$ cat src/rtl/ibex_trace_packetizer.sv
// ibex_trace_packetizer
// Captures RVFI retirements into a small record FIFO. Each record is
// serialized as four 32-bit words (header, PC, instruction, data) on a
// valid/ready stream. Records arriving while the FIFO is full are dropped.
// Drops are counted, and the next record that is captured carries a drop flag
// in its header.
//
// Stream handshake: a word transfers on a clock edge where trace_valid_o and
// trace_ready_i are both high. While trace_valid_o is high and trace_ready_i
// is low, trace_data_o and trace_last_o hold. trace_valid_o only falls after a
// handshake or on reset.
module ibex_trace_packetizer #(
    parameter int unsigned Depth        = 4,
    parameter int unsigned DropCntWidth = 16
) (
    input  logic                    clk_i,
    input  logic                    rst_i,
    input  logic                    trace_en_i,
    input  logic                    drop_clr_i,
    input  logic                    rvfi_valid,
    input  logic [63:0]             rvfi_order,
    input  logic                    rvfi_trap,
    input  logic                    rvfi_intr,
    input  logic [31:0]             rvfi_insn,
    input  logic [31:0]             rvfi_pc_rdata,
    input  logic [4:0]              rvfi_rd_addr,
    input  logic [31:0]             rvfi_rd_wdata,
    input  logic [31:0]             rvfi_mem_addr,
    input  logic [3:0]              rvfi_mem_rmask,
    input  logic [3:0]              rvfi_mem_wmask,
    output logic                    trace_valid_o,
    input  logic                    trace_ready_i,
    output logic [31:0]             trace_data_o,
    output logic                    trace_last_o,
    output logic [DropCntWidth-1:0] drop_cnt_o,
    output logic                    overflow_o
);

    localparam int unsigned PtrW = (Depth > 1) ? $clog2(Depth) : 1;
    localparam int unsigned CntW = $clog2(Depth) + 1;
    localparam logic [CntW-1:0] DepthC = CntW'(Depth);

    // Word index of the record being presented; the encoding doubles as the
    // word select into the head record.
    typedef enum logic [1:0] {
        ST_HDR  = 2'd0,
        ST_PC   = 2'd1,
        ST_INSN = 2'd2,
        ST_DATA = 2'd3
    } state_e;

    state_e state_q, state_d;

    logic [3:0][31:0]        rec_q [Depth];
    logic [PtrW-1:0]         wr_ptr_q, wr_ptr_d;
    logic [PtrW-1:0]         rd_ptr_q, rd_ptr_d;
    logic [CntW-1:0]         count_q, count_d;
    logic                    drop_pending_q, drop_pending_d;
    logic [DropCntWidth-1:0] drop_cnt_q, drop_cnt_d;
    logic                    overflow_q, overflow_d;

    logic        capture;
    logic        full;
    logic        push;
    logic        drop;
    logic        handshake;
    logic        pop;
    logic [31:0] hdr_word;
    logic [31:0] data_word;
    logic [1:0]  word_sel;

    // Only the low 12 bits of the retirement index are carried in the header.
    logic unused_order;
    assign unused_order = ^rvfi_order[63:12];

    // Fullness uses the count before this cycle's pop, so a full FIFO drops
    // even when a record completes in the same cycle.
    assign capture   = rvfi_valid & trace_en_i;
    assign full      = (count_q == DepthC);
    assign push      = capture & ~full;
    assign drop      = capture & full;
    assign handshake = trace_valid_o & trace_ready_i;
    assign pop       = handshake & (state_q == ST_DATA);

    // Build the header and data words of the incoming record.
    always_comb begin
        hdr_word = {4'hA, rvfi_trap, rvfi_intr, rvfi_rd_addr, rvfi_mem_wmask,
                    rvfi_mem_rmask, drop_pending_q, rvfi_order[11:0]};
        if (rvfi_rd_addr != 5'd0) begin
            data_word = rvfi_rd_wdata;
        end else if ((rvfi_mem_rmask | rvfi_mem_wmask) != 4'd0) begin
            data_word = rvfi_mem_addr;
        end else begin
            data_word = 32'h0;
        end
    end

    // FIFO pointer/count, drop bookkeeping next-state.
    always_comb begin
        wr_ptr_d       = wr_ptr_q;
        rd_ptr_d       = rd_ptr_q;
        count_d        = count_q;
        drop_pending_d = drop_pending_q;
        drop_cnt_d     = drop_cnt_q;
        overflow_d     = overflow_q;

        if (push) begin
            wr_ptr_d = wr_ptr_q + PtrW'(1);
        end
        if (pop) begin
            rd_ptr_d = rd_ptr_q + PtrW'(1);
        end
        case ({push, pop})
            2'b10:   count_d = count_q + CntW'(1);
            2'b01:   count_d = count_q - CntW'(1);
            default: count_d = count_q;
        endcase

        // A drop and a push are mutually exclusive, so the flag is either
        // raised by a drop or consumed by the record that carries it.
        if (drop) begin
            drop_pending_d = 1'b1;
        end else if (push) begin
            drop_pending_d = 1'b0;
        end

        // A clear coinciding with a drop leaves exactly that one drop counted.
        if (drop_clr_i) begin
            drop_cnt_d = drop ? DropCntWidth'(1) : '0;
            overflow_d = drop;
        end else if (drop) begin
            if (drop_cnt_q != '1) begin
                drop_cnt_d = drop_cnt_q + DropCntWidth'(1);
            end
            overflow_d = 1'b1;
        end
    end

    // FIFO storage, pointers and drop bookkeeping registers.
    always_ff @(posedge clk_i) begin
        if (rst_i) begin
            for (int i = 0; i < Depth; i++) begin
                rec_q[i] <= '0;
            end
            wr_ptr_q       <= '0;
            rd_ptr_q       <= '0;
            count_q        <= '0;
            drop_pending_q <= 1'b0;
            drop_cnt_q     <= '0;
            overflow_q     <= 1'b0;
        end else begin
            if (push) begin
                rec_q[wr_ptr_q] <= {data_word, rvfi_insn, rvfi_pc_rdata, hdr_word};
            end
            wr_ptr_q       <= wr_ptr_d;
            rd_ptr_q       <= rd_ptr_d;
            count_q        <= count_d;
            drop_pending_q <= drop_pending_d;
            drop_cnt_q     <= drop_cnt_d;
            overflow_q     <= overflow_d;
        end
    end

    // Serializer state register.
    always_ff @(posedge clk_i) begin
        if (rst_i) begin
            state_q <= ST_HDR;
        end else begin
            state_q <= state_d;
        end
    end

    // Serializer next state: step one word per handshake, wrap after DATA.
    always_comb begin
        state_d = state_q;
        if (handshake) begin
            case (state_q)
                ST_HDR:  state_d = ST_PC;
                ST_PC:   state_d = ST_INSN;
                ST_INSN: state_d = ST_DATA;
                ST_DATA: state_d = ST_HDR;
                default: state_d = ST_HDR;
            endcase
        end
    end

    // Serializer outputs: present the head record word selected by the state.
    always_comb begin
        word_sel      = state_q;
        trace_valid_o = (count_q != '0);
        trace_last_o  = (state_q == ST_DATA) & trace_valid_o;
        trace_data_o  = rec_q[rd_ptr_q][word_sel];
    end

    assign drop_cnt_o = drop_cnt_q;
    assign overflow_o = overflow_q;

endmodule

$ cat config.mk
export PLATFORM = sky130hd
export DESIGN_NAME = ibex_trace_packetizer
export DESIGN_NICKNAME = d
export VERILOG_FILES = /design/src/rtl/ibex_trace_packetizer.sv
export SDC_FILE = /design/constraint.sdc
export NUM_CORES = 1
export LEC_CHECK = 0
export BUFFER_PORTS_ARGS = -buffer_cell sky130_fd_sc_hd__buf_2
export CORE_MARGIN = 2
export CORE_UTILIZATION = 50
export CTS_BUF_LIST = sky130_fd_sc_hd__clkbuf_16
export CTS_CLUSTER_SIZE = 16
export DETAILED_ROUTE_END_ITERATION = 16
export PLACE_DENSITY = 0.7
export SLEW_MARGIN = 20
export SYNTH_ARGS = -nofsm -noshare
export SYNTH_HDL_FRONTEND = slang
export SYNTH_SLANG_ARGS = --single-unit
$ cat constraint.sdc
create_clock -name clk_i -period 6.22 [get_ports clk_i]
set_input_delay 1.244 -clock clk_i [delete_from_list [all_inputs] [get_ports clk_i]]
set_output_delay 1.244 -clock clk_i [all_outputs]
set_load 0.02 [all_outputs]
Word-level counts from Yosys, hierarchy flattened
Memories as Yosys holds them, arrays and structs flattened. A register that Yosys moved wholly into a read port is not among the register bits. Index checks and enable logic that the tools add are counted.

Flip-flop bits (word level): 27. Latch bits: 0. Bits in writable memories: 504. ROM bits: 0. Input port bits: 213. Output and inout bits: 51. Logic and storage cells: 63. Memories: 1.

$add $sub $neg: 5. Multiply operators: 0. Div/mod/pow operators: 0. $lt $le $gt $ge: 1. Eq/ne operators: 7. Shifts and indexed selects: 0. Mux-type cells: 24. Bitwise logic cells: 8. Reductions and logical operators: 10.

Memories: rec_q (words 4, bits a word 126, read ports 1, clocked after Yosys merged registers in 1, write ports 4, line 54) `logic [3:0][31:0] rec_q [Depth];`.

Operators by type and width (count): two-way mux 126 bit (1); OR reduction 126 bit (1); two-way mux 32 bit (3); binary-select mux 32 bit (select 2 bit) (1); two-way mux 16 bit (3); adder 16 x 1 -> 16 bit (second input constant) (1); != test 16 bit (second input constant) (1); two-way mux 1 bit (11); one-hot mux 2 bit (4 select lines) (1); nonzero test 2 bit (4); bitwise AND 1 bit (6); equality test 2 bit (second input constant) (3); two-way mux 2 bit (3); one-hot mux 3 bit (2 select lines) (1); nonzero test 5 bit (1); adder 2 x 1 -> 2 bit (second input constant) (2); equality test 2 x 1 -> 1 bit (second input constant) (2); OR 4 bit (1); nonzero test 4 bit (1); adder 3 x 1 -> 3 bit (second input constant) (1); equality test 3 bit (second input constant) (1); less-than comparator 2 x 3 -> 1 bit (second input constant) (1); nonzero test 3 bit (1); subtractor 3 x 1 -> 3 bit (second input constant) (1); other kinds (3) (3).

Logic depth before layout (Yosys ltp)
Gate-level depths: netlist of run 1.

Depth in word-level cells: 8. Gate-level depth with buffers: 9. Depth with buffers taken out: 9.

Least setup slack after synthesis of run 1
No wires, ideal clock.

Kind: input port to flip-flop. Start: in rvfi_valid. End: mem rec_q[0][0] (netlist name) (enable). Library setup time: 0.506 ns. Arrival: 5.060 ns. Required time: 5.714 ns. Path slack: 0.654 ns. Stages on the path: 6. Buffers on the path: 2. Path through: nand2_1 or3_1 buf_2 or3_1 buf_2 nand2b_1.

RTL lines: start: declaration (line 20) `input logic rvfi_valid,`; end: declaration (line 54).

==> reports/qor.csv, run 1 <==
metric,value,unit
worst-r2r-cell-count,6,
postCtsSetupRepairBufs,0,
worst_setup_path_endpoint,trace_data_o[21],
report.final.slew_viol_count,0,
synth_area,23800,um2
async_flop_share,0,%
multi_input_area,7640,um2
max-vdd-ir-drop,204,uV
combinational_share_of_power,6.8,%
die_height,222,um
synth.net_count,1764,
timing.critical_path.slowest_stage_cell,sky130_fd_sc_hd__dfxtp_4,
placeable_core_region,46800,um2
reg2reg_to,rec_q[2][101],
path_clk_slew,0.06,ns
num_vias,14296,
grt_first_pass_wirelength,88100,um
finish.instance_area,27200,um2
setup_tns,0,ns
p_leak,10.6,nW
numCtsBuffers,54,
worst_path_most_repeated_cell,sky130_fd_sc_hd__mux4_2,
final.fill_count,3596,
layout.cells.most_common,sky130_fd_sc_hd__edfxtp_1,
clock_skew,0.0241,ns
grt_setup_unrepaired,no,
core.rowCount,79,
routedWlPerCell,24.6,um
netSwitchingFraction,22.2,%
worstPathCellList,buf_12 -> mux4_2 -> mux4_2 -> buf_2,
x_dimension_of_the_die,222,um
via_per_inst,6.01,
timing.critical_path.arrival,3.26,ns
switching_power,0.00173,W
cts_hold_buffers,0,
clock_tree.root_cell,sky130_fd_sc_hd__clkbuf_16,
detailedPlacementHpwl,33500,um
ctsHtreeMaxLevel,2,
critical_path.n_buffers_inverters,2,
hold_viol,0,
cpLargestDelayFamily,multiplexers,
post_cts_resized,0,
post_layout_nonfiller_instances,2379,
reg_to_reg_startpoint,count_q[0],
post-place-cells,2270,
area_growth_syn_to_layout,14.2,%
clockPowerShare,40.5,%
cellInternalPower,0.00607,W
yosys.cell_types.count,48,
worst-path-stages,4,
initial_core_util,50.9,%
final_net_count,1938,
hold_class,reg2reg,
setup_violations,0,
startpoint_type,flop,
p_per_area,287,nW/um2
tritoncts,done,
synth_seq_cells,529,
primary_ff_master_synth,sky130_fd_sc_hd__edfxtp_1,
finalHoldWorstSlack,0.494,ns
number_of_global_route_vias_before_repair,14445,
antenna_violating_nets_post_route,0,
max_stage_delay,0.95,ns
worst-setup-path-type,reg2out,
insertion_delay,0.61,ns
number_of_antenna_violations_at_the_first_check_in_global_routing,9,
power_frac_seq,52.7,%
drive_above_1_share,28.0,%
numPortBuffers,211,
total_placed_instance_area,25400,um2
io_pins,264,
synth-warning-count,0,
detail_route.iter0.violations,1593,
gp_routability_congestion,0.836,
grt_overflow_total,0,
final_wl,58400,um
detail_route.drc_violations,0,
gr-usage-all-layers,23.9,%
max_slew.worst_pin.slew,1.06,ns
commonest_cells_after_routing_fill_and_taps_aside,"500 x sky130_fd_sc_hd__edfxtp_1, 211 x sky130_fd_sc_hd__buf_2, 177 x sky130_fd_sc_hd__and2_1, 177 x sky130_fd_sc_hd__nor2_1, 157 x sky130_fd_sc_hd__and3_1",
firstDrtPassIters,5,
timing.max_cap.violations,0,
reg2reg_setup_slack,2.55,ns
crit_fanout,70,
syn_avg_cell_area,15.4,um2
syn_inst,1545,
finalCriticalPeriod,4.50,ns
timing.final.crit_share,72.4,%
outcome,completed,
register_area,15600,um2
synth_edf_count,500,
die_area,49400,um2
fmax,0.222,GHz
crit_path_end_kind,output port,
grt_max_degree,129,
worst-endpoint-required,4.98,ns
yosysSeqAreaShare,65.5,%
clock_sink_count,529,
clock_buffer_depth,3,
maxSlewHeadroom,29.1,%
## worst register-to-register path, stage by stage, from the launching register on
cell and delay, ns:
sky130_fd_sc_hd__dfxtp_1 0.45, sky130_fd_sc_hd__nor3b_2 0.16, sky130_fd_sc_hd__or3_2 0.70, sky130_fd_sc_hd__inv_6 0.66, sky130_fd_sc_hd__nand2_2 0.22, sky130_fd_sc_hd__nand2b_4 0.63, sky130_fd_sc_hd__buf_4 0.50
## worst min path at each step
stage	start	to	slack (ns)	cells past startpoint
CTS	overflow_o	overflow_o	0.50	2
global placement	overflow_o	overflow_o	0.47	2
detailed placement	overflow_o	overflow_o	0.48	2
global route	drop_cnt_o[1]	drop_cnt_o[1]	0.54	2
finish	overflow_o	overflow_o	0.49	2
floorplan	drop_pending_q	drop_pending_q	0.48	2
## sequential cells by signal (all words and copies together), names as in the netlist, named ones only
signal,flops
wr_ptr_q,2
drop_pending_q,1
drop_cnt_o,16
state_q,2
overflow_o,1
rec_q,500
rd_ptr_q,2
count_q,3
## Yosys cell counts, types with 2 or more instances
library cell	number	area (um2)
sky130_fd_sc_hd__nand3_1	8	40.0
sky130_fd_sc_hd__inv_1	23	86.3
sky130_fd_sc_hd__a31oi_1	33	206
sky130_fd_sc_hd__clkbuf_1	79	297
sky130_fd_sc_hd__xor2_1	10	87.6
sky130_fd_sc_hd__and4_1	2	17.5
sky130_fd_sc_hd__nor2_1	177	664
sky130_fd_sc_hd__edfxtp_1	500	15000
sky130_fd_sc_hd__buf_6	8	90.1
sky130_fd_sc_hd__a21boi_0	32	240
sky130_fd_sc_hd__or4_1	2	15.0
sky130_fd_sc_hd__o211ai_1	3	22.5
sky130_fd_sc_hd__a211oi_1	2	15.0
sky130_fd_sc_hd__mux4_2	155	3490
sky130_fd_sc_hd__nand4_1	11	68.8
sky130_fd_sc_hd__dfxtp_1	29	581
sky130_fd_sc_hd__o21ai_0	10	50.1
sky130_fd_sc_hd__and2_1	177	1110
sky130_fd_sc_hd__xnor2_1	2	17.5
sky130_fd_sc_hd__a41o_1	2	20.0
sky130_fd_sc_hd__clkinv_1	2	7.51
sky130_fd_sc_hd__or2_2	2	12.5
sky130_fd_sc_hd__and3_1	157	982
sky130_fd_sc_hd__nor3_1	5	25.0
sky130_fd_sc_hd__nand2_1	31	116
sky130_fd_sc_hd__a21oi_1	9	45.0
sky130_fd_sc_hd__buf_2	18	90.1
sky130_fd_sc_hd__nor2b_1	2	12.5
sky130_fd_sc_hd__ha_1	5	62.6
sky130_fd_sc_hd__buf_1	15	56.3
sky130_fd_sc_hd__nand2b_1	5	31.3
sky130_fd_sc_hd__nor4_1	6	37.5
sky130_fd_sc_hd__a31o_2	3	26.3
sky130_fd_sc_hd__or3_1	4	25.0
sky130_fd_sc_hd__mux2i_1	3	30.0
## layer usage
layer	wire [um]	global-route usage, %	up-vias
li1	-	-	6281
met1	24500	33.9	7330
met2	28200	38.5	603
met3	4440	4.22	80
met4	1240	6.52	2
met5	9	0	-
## cell families (layout without fill, tap and decap cells)
| kind of cell | after synthesis | count (layout) | synth area share, % |
|---|---|---|---|
| other | 0 | 8 | 0 |
| adders and majority gates | 6 | 6 | 0.347 |
| and+or+nand+nor | 594 | 594 | 13.4 |
| buffers and inverters | 147 | 366 | 2.68 |
| muxes | 158 | 158 | 14.8 |
| DFF | 529 | 529 | 65.5 |
| xor gates and xnor gates | 12 | 12 | 0.441 |
| AOI/OAI and AO/OA | 99 | 99 | 2.82 |
## final cells by class
| type | count | area share (%) |
|---|---|---|
| flip-flops and latches | 529 | 57.4 |
| repair buffers | 239 | 4.93 |
| clock buffers | 57 | 5.25 |
| multi-input cells | 869 | 28.1 |
| clock inverters | 44 | 1.09 |
| inverters | 26 | 0.377 |
| well taps | 607 | 2.79 |
| diodes | 8 | 0.0736 |
## stage by stage
stage,util [%],total power (W),setup slack (ns)
floorplan,-,0.00448,0.654
global placement,54.4,0.00469,1.60
CTS,58.1,0.00784,1.67
detailed placement,54.4,0.00471,1.60
global route,58.1,0.00802,1.58
finish,58.2,0.00779,1.72
## power groups by stage
stage	combinational, W	clock, W	sequential (W)
after CTS	0.000532	0.00320	0.00411
after global placement	0.000524	0	0.00417
after global routing	0.000567	0.00334	0.00412
final	0.000528	0.00316	0.00411
after floorplan	0.000302	0	0.00418
after detailed placement	0.000530	0	0.00418
Power figures use the tool's default switching activity.
==> run 2, diff against run 1 <==
- clock period: 6.22 -> 4.7 ns (I/O delays scaled with it)
==> run 2 against run 1 <==
Compared with the run above:
- count of clock-buffer cells in the layout fell by 3
- highest routed layer unchanged
- hold slack better by 0.014 ns
- setup slack worse by 0.99 ns
- largest power group unchanged
- global-route usage decreased by 0.16 points
- sequential power rose by 32%
- first-iteration DRC count about the same
- clock power grew 29%
- largest cell class unchanged
- die area did not move
- cell count about the same
- power is 31% higher
- combinational power rose by 33%
==> reports/qor.csv, run 2 (synthesis gave the netlist of run 1 again) <==
metric,value,unit,change
outcome,completed,,unchanged
clock_tree.root_cell,sky130_fd_sc_hd__clkbuf_16,,unchanged
number_of_global_route_vias_before_repair,14326,,"was 14,445"
insertion_delay,0.62,ns,was 0.61 ns
postLayoutSetupSlackWorst,0.727,ns,was 1.72 ns
reg_to_reg_startpoint,count_q[2],,was count_q[0]
commonest_cells_after_routing_fill_and_taps_aside,"500 x sky130_fd_sc_hd__edfxtp_1, 211 x sky130_fd_sc_hd__buf_2, 177 x sky130_fd_sc_hd__nor2_1",,"was 500 x sky130_fd_sc_hd__edfxtp_1, 211 x sky130_fd_sc_hd__buf_2, 177 x sky130_fd_sc_hd__and2_1, 177 x sky130_fd_sc_hd__nor2_1, 157 x sky130_fd_sc_hd__and3_1"
tritoncts,done,,unchanged
worst-setup-path-type,reg2out,,unchanged
hold_class,reg2reg,,unchanged
detailedPlacementHpwl,33400,um,"was 33,500 um"
post_cts_resized,0,,unchanged
pre_cts_slack,1.26,ns,was 1.60 ns
max-vdd-ir-drop,253,uV,was 204 uV
io_pins,264,,unchanged
timing.critical_path.arrival,3.03,ns,was 3.26 ns
gp_routability_congestion,0.862,,was 0.836
cts_hold_buffers,0,,unchanged
worst-r2r-cell-count,7,,was 6
reg2reg_to,rec_q[2][93],,was rec_q[2][101]
min_path_cells,2,,unchanged
reg2reg_setup_slack,1.79,ns,was 2.55 ns
grt_max_degree,250,,was 129
numPortBuffers,211,,unchanged
whs_endpoint,overflow_o,,unchanged
grt_setup_unrepaired,no,,unchanged
die_area,49400,um2,unchanged
num_vias,14235,,"was 14,296"
worst_hold_startpoint,overflow_o,,unchanged
report.final.slew_viol_count,0,,unchanged
final_wl,58200,um,"was 58,400 um"
initial_core_util,50.9,%,unchanged
timing.max_cap.violations,0,,unchanged
top_register,rec_q,,unchanged
area_growth_syn_to_layout,14.5,%,was 14.2%
die_height,222,um,unchanged
detail_route.iter0.violations,1592,,"was 1,593"
ctsHtreeMaxLevel,2,,unchanged
antenna_violating_nets_post_route,0,,unchanged
crit_path_end_kind,output port,,unchanged
startpoint_type,flop,,unchanged
clock_sink_count,529,,unchanged
maxSlewHeadroom,33.8,%,was 29.1%
finalCriticalPeriod,3.97,ns,
p_leak,10.6,nW,about the same
detail_route.drc_violations,0,,unchanged
path_clk_slew,0.06,ns,about the same
routedWlPerCell,24.5,um,was 24.6 um
clock_buffer_depth,3,,unchanged
numCtsBuffers,53,,was 54
placeable_core_region,46800,um2,unchanged
crit_fanout,26,,was 70
setup_tns,0,ns,unchanged
firstDrtPassIters,5,,unchanged
timing.final.crit_share,84.5,%,
postCtsSetupRepairBufs,0,,unchanged
final_net_count,1941,,"was 1,938"
hold_viol,0,,unchanged
worst-endpoint-required,3.76,ns,was 4.98 ns
via_per_inst,5.99,,was 6.01
layout.cells.most_common,sky130_fd_sc_hd__edfxtp_1,,unchanged
number_of_antenna_violations_at_the_first_check_in_global_routing,10,,was 9
core.rowCount,79,,unchanged
max_slew.worst_pin.slew,0.993,ns,was 1.06 ns
grt_first_pass_wirelength,87500,um,"was 88,100 um"
x_dimension_of_the_die,222,um,unchanged
fmax,0.252,GHz,
drive_above_1_share,27.9,%,was 28.0%
layout.core_utilization,58.3,%,was 58.2%
gr-usage-all-layers,23.7,%,was 23.9%
clock_skew,0.0294,ns,was 0.0241 ns
p_per_area,374,nW/um2,was 287 nW/um2
largest_register_ff_count,500,,unchanged
grt_overflow_total,0,,unchanged
setup_violations,0,,unchanged
==> run 2: cell count changes in the layout (fill, tap and decap cells not counted), moves of 2 or more <==
cell,before,now
sky130_fd_sc_hd__buf_12,6,15
sky130_fd_sc_hd__buf_4,22,17
sky130_fd_sc_hd__clkinv_2,12,7
sky130_fd_sc_hd__inv_1,31,36
sky130_fd_sc_hd__clkbuf_16,57,54
sky130_fd_sc_hd__clkinv_1,16,14
sky130_fd_sc_hd__clkinv_4,0,2
sky130_fd_sc_hd__clkinvlp_4,3,1
sky130_fd_sc_hd__diode_2,8,6
==> run 2: cell type report <==
class,instances,area [um2]
sequential,529,15600
clock buffer,54,1350
inverter,26,103
clock inverter,43,318
tap,607,759
antenna,6,15.0
multi-input combinational,869,7640
fill,3579,19500
timing repair buffer,243,1480
==> run 2: worst max-delay path by stage <==
stage,from,endpoint,cells past startpoint
2_1_floorplan,rvfi_valid,rec_q[0][0],6
3_3_place_gp,flop,trace_data_o[18],4
3_5_place_dp,rvfi_valid,rec_q[2][80],8
4_1_cts,flop,trace_data_o[18],4
5_1_grt,flop,trace_data_o[18],4
6_report,flop,trace_data_o[18],4
==> run 2: where the power goes <==
group	internal (W)	switching, W	leakage (nW)
combinational	0.000266	0.000436	4.37
clock	0.00230	0.00177	0.866
sequential	0.00538	0.0000633	5.39
total	0.00794	0.00227	10.6
==> run 2: per-layer routing <==
metal	routed length (um)	part of all wire (%)	global-route usage, %
met5	26	0.045	0
met4	1640	2.8	7.48
met3	5110	8.8	5.25
met2	28400	49	38.6
met1	23000	40	32.1
==> run 2: through the flow <==
stage | cells | hold slack (ns) | area (um2) | total power (W)
after detailed placement | 2274 | 0.481 | 25600 | 0.00624
after global routing | 2374 | 0.544 | 27300 | 0.0105
after floorplan | 1545 | 0.477 | 23800 | 0.00592
after global placement | 2274 | 0.474 | 25600 | 0.00622
final | 2377 | 0.508 | 27300 | 0.0102
after CTS | 2371 | 0.505 | 27300 | 0.0103
==> run 2: worst max-delay path: stages, from the launching register on <==
cell and delay [ns]:
sky130_fd_sc_hd__dfxtp_4 0.69, sky130_fd_sc_hd__buf_4 0.45, sky130_fd_sc_hd__mux4_2 0.57, sky130_fd_sc_hd__mux4_2 0.50, sky130_fd_sc_hd__buf_2 0.18
